===== config.mk =====
export PLATFORM = sky130hd
export DESIGN_NAME = rf_wb_arbiter
export DESIGN_NICKNAME = d
export VERILOG_FILES = /design/src/rtl/rf_wb_arbiter.sv
export SDC_FILE = /design/constraint.sdc
export NUM_CORES = 1
export LEC_CHECK = 0
export ABC_AREA = 0
export CAP_MARGIN = 30
export CORE_MARGIN = 1.5
export CORE_UTILIZATION = 45
export CTS_BUF_LIST = sky130_fd_sc_hd__clkbuf_4 sky130_fd_sc_hd__clkbuf_8
export DETAILED_ROUTE_END_ITERATION = 8
export PLACE_DENSITY_LB_ADDON = 0.2
export SLEW_MARGIN = 20
export SYNTH_ARGS = -nofsm -noshare
export SYNTH_HDL_FRONTEND = slang
export SYNTH_SLANG_ARGS = --single-unit

===== constraint.sdc =====
create_clock -name clk -period 3.2 [get_ports clk]
set_clock_uncertainty 0.15 [all_clocks]
set_input_delay 0.8 -clock clk [delete_from_list [all_inputs] [get_ports clk]]
set_output_delay 0.8 -clock clk [all_outputs]
set_load 0.02 [all_outputs]

===== src/rtl/rf_wb_arbiter.sv =====
// Register-file writeback arbiter: merges ALU and load writebacks onto one write port and keeps a pending-write scoreboard.
// Optional feature: define RF_WB_FIXED_PRIO_EN to make the load source always win instead of round-robin.
module rf_wb_arbiter (
  input  logic        clk,
  input  logic        rst,
  input  logic        issue_valid,
  input  logic        issue_wr,
  input  logic [3:0]  issue_rs,
  input  logic [3:0]  issue_rt,
  input  logic [3:0]  issue_dst,
  input  logic        flush,
  input  logic        alu_wb_valid,
  output logic        alu_wb_ready,
  input  logic [3:0]  alu_wb_reg,
  input  logic [15:0] alu_wb_data,
  input  logic        mem_wb_valid,
  output logic        mem_wb_ready,
  input  logic [3:0]  mem_wb_reg,
  input  logic [15:0] mem_wb_data,
  output logic [3:0]  dst_reg,
  output logic [15:0] dst_data,
  output logic        write_reg,
  output logic        write_en,
  output logic        RF_bypass_en1,
  output logic        RF_bypass_en2,
  output logic        stall,
  output logic [15:0] busy_map
);

  logic        grant_alu;
  logic        grant_mem;
  logic        xfer;
  logic [3:0]  xfer_reg;
  logic [15:0] xfer_data;

`ifdef RF_WB_FIXED_PRIO_EN
  // Loads always win a collision, so no arbitration history is kept.
  always_comb begin
    grant_alu = 1'b0;
    grant_mem = 1'b0;
    if (rst) begin
      if (mem_wb_valid)
        grant_mem = 1'b1;
      else if (alu_wb_valid)
        grant_alu = 1'b1;
    end
  end
`else
  typedef enum logic {
    PRIO_MEM = 1'b0,
    PRIO_ALU = 1'b1
  } prio_e;

  prio_e prio_q;
  prio_e prio_d;

  always_ff @(posedge clk or negedge rst) begin
    if (!rst)
      prio_q <= PRIO_MEM;
    else
      prio_q <= prio_d;
  end

  // Every grant is a completed transfer, so the loser of this cycle is favoured next.
  always_comb begin
    grant_alu = 1'b0;
    grant_mem = 1'b0;
    prio_d    = prio_q;
    if (rst) begin
      if (mem_wb_valid && alu_wb_valid) begin
        if (prio_q == PRIO_MEM)
          grant_mem = 1'b1;
        else
          grant_alu = 1'b1;
      end else if (mem_wb_valid) begin
        grant_mem = 1'b1;
      end else if (alu_wb_valid) begin
        grant_alu = 1'b1;
      end
    end
    if (grant_mem)
      prio_d = PRIO_ALU;
    else if (grant_alu)
      prio_d = PRIO_MEM;
  end
`endif

  assign alu_wb_ready = grant_alu;
  assign mem_wb_ready = grant_mem;

  always_comb begin
    xfer      = grant_alu || grant_mem;
    xfer_reg  = grant_mem ? mem_wb_reg  : alu_wb_reg;
    xfer_data = grant_mem ? mem_wb_data : alu_wb_data;
  end

  // Writes to r0 complete the handshake but never strobe the register file.
  always_ff @(posedge clk or negedge rst) begin
    if (!rst) begin
      write_en <= 1'b0;
      dst_reg  <= 4'd0;
      dst_data <= 16'd0;
    end else begin
      write_en <= xfer && (xfer_reg != 4'd0);
      if (xfer) begin
        dst_reg  <= xfer_reg;
        dst_data <= xfer_data;
      end
    end
  end

  assign write_reg = write_en;

  always_comb begin
    RF_bypass_en1 = write_en && (dst_reg == issue_rs) && (issue_rs != 4'd0);
    RF_bypass_en2 = write_en && (dst_reg == issue_rt) && (issue_rt != 4'd0);
  end

  logic        rs_blocked;
  logic        rt_blocked;
  logic        dst_blocked;
  logic        issue_accept;

  always_comb begin
    rs_blocked   = busy_map[issue_rs] && !RF_bypass_en1 && (issue_rs != 4'd0);
    rt_blocked   = busy_map[issue_rt] && !RF_bypass_en2 && (issue_rt != 4'd0);
    dst_blocked  = issue_wr && busy_map[issue_dst] && (issue_dst != 4'd0);
    stall        = issue_valid && (rs_blocked || rt_blocked || dst_blocked);
    issue_accept = issue_valid && !stall;
  end

  logic [15:0] set_vec;
  logic [15:0] clr_vec;
  logic [15:0] busy_d;

  // A new reservation beats a same-edge retire of that register; flush beats both.
  always_comb begin
    set_vec = 16'd0;
    clr_vec = 16'd0;
    if (issue_accept && issue_wr && (issue_dst != 4'd0))
      set_vec[issue_dst] = 1'b1;
    if (write_en)
      clr_vec[dst_reg] = 1'b1;
    if (flush)
      busy_d = 16'd0;
    else
      busy_d = (busy_map & ~clr_vec) | set_vec;
  end

  always_ff @(posedge clk or negedge rst) begin
    if (!rst)
      busy_map <= 16'd0;
    else
      busy_map <= busy_d;
  end

endmodule


==> metrics.cfg, run 1 <==
[routing]
drt_pass1_iterations = 4
ant_nets = 0
vias = 2613
drtIter0Drc = 216
remaining_drc_errors = 0
vias_per_cell = 5.72
wire_per_inst_um = 17.2
postRouteWirelength_mm = 7.86

[cells_and_area]
fill_cells = 373
final_nets = 445
layout_commonest_cell = clkdlybuf4s50_1
drive_gt1_share_pct = 26.4
final_cell_mix = clkdlybuf4s50_1, dfrtp_1, buf_4, nand2_1, o21ai_0
antenna-diode-count = 0
syn_to_final_growth_pct = 62.5

[timing]
slew_headroom_pct = 63.3
worstMarginPinSlew_ns = 0.550
setup_violations = 1
fin_crit_sh_pct = 101
tns_ns = -0.0254
fin_crit_ns = 3.23
rsz0062_at_grt = true
final_max_slew_viol_count = 0
hold_violations = 0
holdWs_ns = 0.327
max_freq_mhz = 310
finalWorstSetupSlack_ns = -0.0254

[synthesis]
yosys-top-cells-area = dfrtp_1, mux2i_1, o21ai_0
synth_top_family_by_area = compound AO/OA/AOI/OAI gates
ys_seq_area_share_pct = 38.0
syn_nets = 318
netlist_instances = 259
yosysWarnings = 0
synth_xor_area_share_pct = 2.10
ys_types = 50
synth_top_area_share_pct = 38.0
synth-edff-count = 0
synthAdderAreaFrac_pct = 0
yosys_most_used_dff = dfrtp_1
synth_compound_area_share_pct = 19.5
async_reset_ff_share_pct = 100
synth.cell_area_mm2 = 0.00250
yosysTopAreaCell = dfrtp_1
synth_seq_cells = 38
synth.area.mux_share_pct = 17.4
synth-simple-area-share_pct = 18.2
synth_area_per_cell_um2 = 9.67

[worst_setup_path]
cp.required_ns = 2.25
crit_buf_inv = 3
cp_max_fo = 4
endpoint_kind = output pin
worstReg2RegEnd = busy_map[3]$_DFF_PN0_
arrival_ns = 2.28
critPathTopFamily = compound AO/OA/AOI/OAI gates
critPathMaxStageDelay_ns = 0.39
criticalPathCategory = input pin to output pin
r2r_slack_ns = 0.65
worst_path_most_repeated_cell = buf_6
critPathLaunchType = input pin
ff2ff_path_depth = 9
r2r_start = busy_map[5]$_DFF_PN0_
path_cells = buf_4 -> buf_6 -> nor2b_1 -> a221oi_4 -> nor2_2 -> o22ai_4 -> o211ai_1 -> and2_1 -> buf_6
crit_slowest_cell = a221oi_4

[global_route]
grt.total_usage_pct = 27.2
met2_usage_pct = 44.3
grt-ovfl-total = 0
gr-max-usage-layer = met2
met1_usage_pct = 35.4
first_global_vias = 2540
grt_max_degree = 43
antenna_found_initial = 0
grt_pass1_wl_mm = 12.8
use_met3_pct = 6.35

[run_status]
outcome = finished, violations left
violations = negative setup slack

[clocking]
cts_htree_levels = 2
ctsHoldBuffers = 0
root_buffer = clkbuf_8
clock_latency_ns = 0.29
clk_pin_slew_ns = 0.07
cts_tree = done
clockBufferDepth = 2
cts-buffers-inserted = 5
cts_sinks = 38

[floorplanning]
ios = 102
dieArea_mm2 = 0.00602
die_width_um = 77.6
start_util_pct = 47.8
core_area_mm2 = 0.00524
rows = 26
dieHeight_um = 77.6

[pwr]
leakagePower_nw = 1.77
power_density_mw_per_mm2 = 353
vdd_drop_max_uv = 266

[min_path]
hold_depth = 2
whs_endpoint = dst_data[15]$_DFFE_PN0P_
hold_start = dst_data[15]$_DFFE_PN0P_
hp-class = flip-flop to flip-flop

[run]
drv_cap = 0

[placed_design]
place_congestion = 0.898
port_buffers = 101
hpwlAfterDp_mm = 5.85

## stage by stage
| step | setup slack [ns] | util (%) | cell area (um^2) | cells | power [W] |
|---|---|---|---|---|---|
| 6_report | -0.0254 | 77.7 | 4070 | 457 | 0.00144 |
| 5_1_grt | -0.106 | 77.7 | 4070 | 457 | 0.00151 |
| 4_1_cts | -0.00718 | 76.9 | 4030 | 457 | 0.00143 |
| 3_5_place_dp | -0.973 | 72.2 | 3780 | 448 | 0.00100 |
| 3_3_place_gp | -0.876 | 72.2 | 3780 | 448 | 0.000994 |
| 2_1_floorplan | 0.0527 | - | 2510 | 259 | 0.000766 |
## cells in the mapped netlist, drive strengths merged, types with 7 or more instances
cell	instances
nand2	30
a21oi	7
mux2	10
buf	8
nand3	9
nand2b	7
dfrtp	38
o21ai	34
mux2i	23
o211ai	10
clkbuf	11
## per-layer routing
layer	routed length (um)	up-vias
met4	203	0
met3	682	17
met1	3140	1266
met2	3830	116
met5	0	-
li1	-	1214
## power breakdown
part / switching (W) / leakage, nW / internal [W]
clock network: 0.000161 / 0.0593 / 0.000250
logic: 0.000230 / 1.22 / 0.000240
registers: 0.0000382 / 0.492 / 0.000519
total: 0.000429 / 1.77 / 0.00101
## final cells by class
class / instances / area, um^2 / share of cell area (%)
multi-input cells: 196 / 1610 / 39.7
flip-flops and latches: 38 / 951 / 23.4
repair buffers: 139 / 1280 / 31.5
clock buffers: 7 / 83.8 / 2.06
inverters: 6 / 22.5 / 0.553
well taps: 70 / 87.6 / 2.15
clock inverters: 1 / 30.0 / 0.738
## tightest hold or removal path, delay by kind of cell (launching register included)
kind | cells | cell delay [ns]
AOI/OAI and AO/OA | 1 | 0.06
and+or+nand+nor | 1 | 0.05
DFF | 1 | 0.34
## logic make-up after synthesis
family | Yosys count
AND/OR/NAND/NOR | 83
AO/OA/AOI/OAI | 70
flip-flops | 38
multiplexers | 37
buffers and inverters | 25
XOR/XNOR | 6
## how the worst max path moves through the flow
| stage | start | endpoint | slack (ns) | depth (start not counted) |
|---|---|---|---|---|
| after floorplan | issue_rs[2] | stall | 0.05 | 7 |
| after global placement | issue_rt[2] | stall | -0.88 | 7 |
| after detailed placement | issue_rs[2] | stall | -0.97 | 9 |
| after CTS | issue_dst[1] | stall | -0.007 | 9 |
| after global routing | issue_rs[2] | stall | -0.11 | 9 |
| final | issue_rs[2] | stall | -0.03 | 9 |
## repair_timing
action	4_1_cts	5_1_grt
setup endpoints to repair	3	2
gates resized for setup	73	10
endpoints found under the hold margin	0	0
pin swaps	13	3
setup buffers	2	0
No activity file was read; power rests on OpenSTA's default activity.
==> inputs of run 2 (changes only) <==
Settings changed: CORE_ASPECT_RATIO set to 1.75, SKIP_CTS_REPAIR_TIMING set to 1, SKIP_LAST_GASP set to 1.
==> run 2 against run 1 <==
  * The run still ends with negative setup slack left
  * Combinational power shrank 2%
  * Via count fell by 1.5%
  * Sequential cell count unchanged
  * Die area rose by 0.29%
  * Clock-buffer cell count unchanged
  * Register-to-register slack better by 0.19 ns
  * Critical endpoint unchanged
==> metrics.cfg, run 2 (synthesis gave the netlist of run 1 again) <==
[run]
drv_cap = 0

[clocking]
clockBufferDepth = 2
clk_pin_slew_ns = 0.07
root_buffer = clkbuf_8
clock_latency_ns = 0.29
cts-buffers-inserted = 5
cts_htree_levels = 2
cts_tree = done
cts_sinks = 38

[timing]
max_freq_mhz = 307
final_max_slew_viol_count = 0
fin_crit_sh_pct = 102
hold_violations = 0
fin_crit_ns = 3.26
worstMarginPinSlew_ns = 0.625
tns_ns = -0.0584
finalWorstSetupSlack_ns = -0.0584
setup_violations = 1
rsz0062_at_grt = true
slew_headroom_pct = 58.2

[routing]
vias = 2574
ant_nets = 0
drt_pass1_iterations = 4
postRouteWirelength_mm = 7.64
vias_per_cell = 5.57
wire_per_inst_um = 16.5
drtIter0Drc = 112
remaining_drc_errors = 0

[worst_setup_path]
critPathLaunchType = input pin
crit_path_start = issue_rs[2]
worstReg2RegEnd = busy_map[5]$_DFF_PN0_
cp_max_fo = 6
r2r_slack_ns = 0.84
endpoint_kind = output pin
criticalPathCategory = input pin to output pin
arrival_ns = 2.31
r2r_start = busy_map[11]$_DFF_PN0_
ff2ff_path_depth = 7
cp.required_ns = 2.25

[global_route]
antenna_found_initial = 0
grt_pass1_wl_mm = 11.8
grt.total_usage_pct = 25.5
grt-ovfl-total = 0
grt_max_degree = 42
first_global_vias = 2546

[min_path]
hp-class = flip-flop to flip-flop
whs_endpoint = dst_data[0]$_DFFE_PN0P_
hold_start = dst_data[0]$_DFFE_PN0P_
hold_depth = 2

[floorplanning]
dieHeight_um = 102
ios = 102
dieArea_mm2 = 0.00604
die_width_um = 59.4
core_area_mm2 = 0.00530
start_util_pct = 47.3
rows = 35

[placed_design]
pre_cts_slack_ns = -0.982
place_congestion = 0.978
hpwlAfterDp_mm = 5.85
port_buffers = 101

[cells_and_area]
final_nets = 446
antenna-diode-count = 0
final_cell_mix = clkdlybuf4s50_1, dfrtp_1, buf_4, nand2_1, o21ai_0
final_util_pct = 76.7
syn_to_final_growth_pct = 62.3
drive_gt1_share_pct = 23.7
layout_commonest_cell = clkdlybuf4s50_1

[run_status]
violations = negative setup slack
outcome = finished, violations left

[pwr]
leakagePower_nw = 1.85
vdd_drop_max_uv = 274
power_density_mw_per_mm2 = 334

run 2: changes by cell type in the layout (fill, tap and decap cells not counted), moves of 2 or more:
cell             change
buf_2                -4
dlymetal6s2s_1       +8
clkdlybuf4s15_2      -2
mux2_2               -2
clkbuf_2             +3
mux2_4               +2
dlygate4sd2_1        -3
buf_6                -2
run 2: power breakdown:
group	switching (W)	internal [W]	total (W)	leakage [nW]
sequential	0.0000349	0.000519	0.000553	0.492
clock	0.000163	0.000182	0.000345	0.0517
combinational	0.000223	0.000237	0.000461	1.30
total	0.000421	0.000938	0.00136	1.85
run 2: layer usage:
metal	track usage, %	part of all wire (%)	vias to the layer above
met5	0	0	-
met1	28.6	36	1225
met2	43.9	54	110
li1	-	-	1217
met3	4.09	5.1	22
met4	15.0	5.1	0
run 2: area by class of cell:
| class | count | area (um^2) |
|---|---|---|
| multi-input combinational | 196 | 1580 |
| timing repair buffer | 140 | 1320 |
| fill | 385 | 1230 |
| sequential | 38 | 951 |
| tap | 74 | 92.6 |
| clock buffer | 7 | 90.1 |
| inverter | 6 | 22.5 |
| clock inverter | 1 | 5.00 |
run 2: per-stage QoR:
stage | area [um^2] | std cells | total power, W | hold WS (ns)
global route | 4070 | 462 | 0.00143 | 0.357
CTS | 3870 | 458 | 0.00135 | 0.335
floorplan | 2510 | 259 | 0.000766 | 0.330
global placement | 3770 | 450 | 0.000991 | 0.309
detailed placement | 3770 | 450 | 0.00100 | 0.319
finish | 4070 | 462 | 0.00136 | 0.330
run 2: worst max path at each step:
stage	slack, ns	depth (start not counted)	to
6_report	-0.06	9	stall
5_1_grt	-0.12	9	stall
4_1_cts	-0.99	9	stall
3_5_place_dp	-0.98	9	stall
3_3_place_gp	-0.92	9	stall
2_1_floorplan	0.05	7	stall
run 2: worst max-delay path: stages:
cell	delay [ns]
buf_8	0.11
buf_8	0.13
mux2_4	0.31
o221ai_4	0.22
nor2_2	0.09
o22ai_4	0.24
o211ai_1	0.13
and2_1	0.16
buf_6	0.13
==> inputs of run 3 (changes only) <==
Settings changed: CORE_ASPECT_RATIO 1.75 to 0.9, SETUP_SLACK_MARGIN set to 0.15, SLEW_MARGIN 20 to not set.
==> run 3 against run 2 <==
  * The flow still finishes with violations (negative setup slack)
  * Clock-buffer cell count shrank 1
  * Sequential power hardly changed
  * First-iteration DRC count rose by 16%
  * Clock power shrank 1%
  * Register-to-register slack got worse by 0.14 ns
  * Design area decreased by 0.40%
  * Critical path type unchanged
  * Highest routed layer unchanged
==> metrics.cfg, run 3 (synthesis gave the netlist of run 1 again) <==
[run_status]
outcome = finished, violations left
violations = negative setup slack

[worst_setup_path]
path_cells = buf_6 -> buf_6 -> mux2_4 -> a221oi_4 -> nor2_2 -> o22ai_4 -> o211ai_1 -> and2_4 -> buf_6
r2r_slack_ns = 0.70
crit_path_start = issue_rs[2]
crit_path_end = stall
crit_slowest_cell = mux2_4
r2r_start = busy_map[5]$_DFF_PN0_
worst_path_most_repeated_cell = buf_6
cp.required_ns = 2.25
cp_num_cells = 9
cp_max_fo = 5
critPathTopFamily = compound AO/OA/AOI/OAI gates
crit_buf_inv = 3
critPathMaxStageDelay_ns = 0.31
arrival_ns = 2.36
critPathLaunchType = input pin
endpoint_kind = output pin
worstReg2RegEnd = busy_map[6]$_DFF_PN0_
ff2ff_path_depth = 9
criticalPathCategory = input pin to output pin

[routing]
drtIter0Drc = 130
ant_nets = 0
wire_per_inst_um = 17.3
remaining_drc_errors = 0
vias_per_cell = 5.63
postRouteWirelength_mm = 7.91
drt_pass1_iterations = 4
vias = 2574

[clocking]
cts_tree = done
cts_htree_levels = 2
cts-buffers-inserted = 5
clk_pin_slew_ns = 0.07
cts_sinks = 38
clockBufferDepth = 2
root_buffer = clkbuf_8
clock_latency_ns = 0.29

[pwr]
p_total_w = 0.00136
vdd_drop_max_uv = 255
power_density_mw_per_mm2 = 336
leakagePower_nw = 1.86

[placed_design]
port_buffers = 101
hpwlAfterDp_mm = 5.77
place_congestion = 0.904
pre_cts_slack_ns = -0.937

[floorplanning]
dieHeight_um = 73.8
ios = 102
core_area_mm2 = 0.00532
start_util_pct = 47.1
rows = 25
die_width_um = 81.6
dieArea_mm2 = 0.00602

[global_route]
grt_pass1_wl_mm = 12.0
first_global_vias = 2405
grt.total_usage_pct = 26.9
grt-ovfl-total = 0
antenna_found_initial = 0
grt_max_degree = 42

[cells_and_area]
drive_gt1_share_pct = 23.8
final_util_pct = 76.1
final_nets = 448
final_cell_mix = clkdlybuf4s50_1, buf_4, dfrtp_1, nand2_1, o21ai_0
layout_commonest_cell = clkdlybuf4s50_1
antenna-diode-count = 0
syn_to_final_growth_pct = 61.6

[min_path]
hold_depth = 2
hp-class = flip-flop to flip-flop

[timing]
holdWs_ns = 0.328
fin_crit_ns = 3.31
worstMarginPinSlew_ns = 0.583
finalWorstSetupSlack_ns = -0.107
setup_violations = 1
slew_headroom_pct = 61.0
hold_violations = 0
rsz0062_at_grt = true
final_max_slew_viol_count = 0
fin_crit_sh_pct = 103
max_freq_mhz = 302

[run]
drv_cap = 0

-- run 3: cell type report --
cell class	instances	area [um^2]
inverters	6	22.5
multi-input cells	196	1550
well taps	67	83.8
fillers	388	1270
flip-flops and latches	38	951
clock inverters	2	12.5
clock buffers	6	82.6
repair buffers	142	1340
-- run 3: through the flow --
step                      TNS, ns  cells  cell area, um^2
after floorplan                 0    259             2540
after global placement      -3.03    445             3800
after detailed placement    -3.50    445             3800
after CTS                   -1.98    453             3900
after global routing       -0.145    457             4050
final                      -0.107    457             4050
-- run 3: where the power goes --
| group | total [W] | switching (W) | internal (W) |
|---|---|---|---|
| sequential | 0.000556 | 0.0000371 | 0.000518 |
| clock | 0.000340 | 0.000167 | 0.000173 |
| combinational | 0.000466 | 0.000226 | 0.000240 |
| total | 0.00136 | 0.000430 | 0.000932 |
-- run 3: metal layers --
metal / vias to the layer above / track usage, % / part of all wire [%]
met5: - / 0 / 0
met4: 0 / 6.97 / 1.4
met3: 10 / 7.70 / 7.0
met2: 102 / 44.6 / 51
met1: 1239 / 34.5 / 40
li1: 1223 / - / -
-- run 3: worst min-delay path, delay by kind of cell, from the launching register on --
family             cells  cell delay [ns]
DFF                    1             0.35
and+or+nand+nor        1             0.04
AOI/OAI and AO/OA      1             0.05
-- run 3: how the worst min path moves through the flow --
stage	from	to	slack [ns]
after floorplan	prio_q$_DFFE_PN0P_	prio_q$_DFFE_PN0P_	0.33
after global placement	dst_data[5]$_DFFE_PN0P_	dst_data[5]$_DFFE_PN0P_	0.31
after global routing	dst_data[3]$_DFFE_PN0P_	dst_data[3]$_DFFE_PN0P_	0.35
final	dst_data[4]$_DFFE_PN0P_	dst_data[4]$_DFFE_PN0P_	0.33
after detailed placement	dst_data[4]$_DFFE_PN0P_	dst_data[4]$_DFFE_PN0P_	0.32
after CTS	dst_data[4]$_DFFE_PN0P_	dst_data[4]$_DFFE_PN0P_	0.34
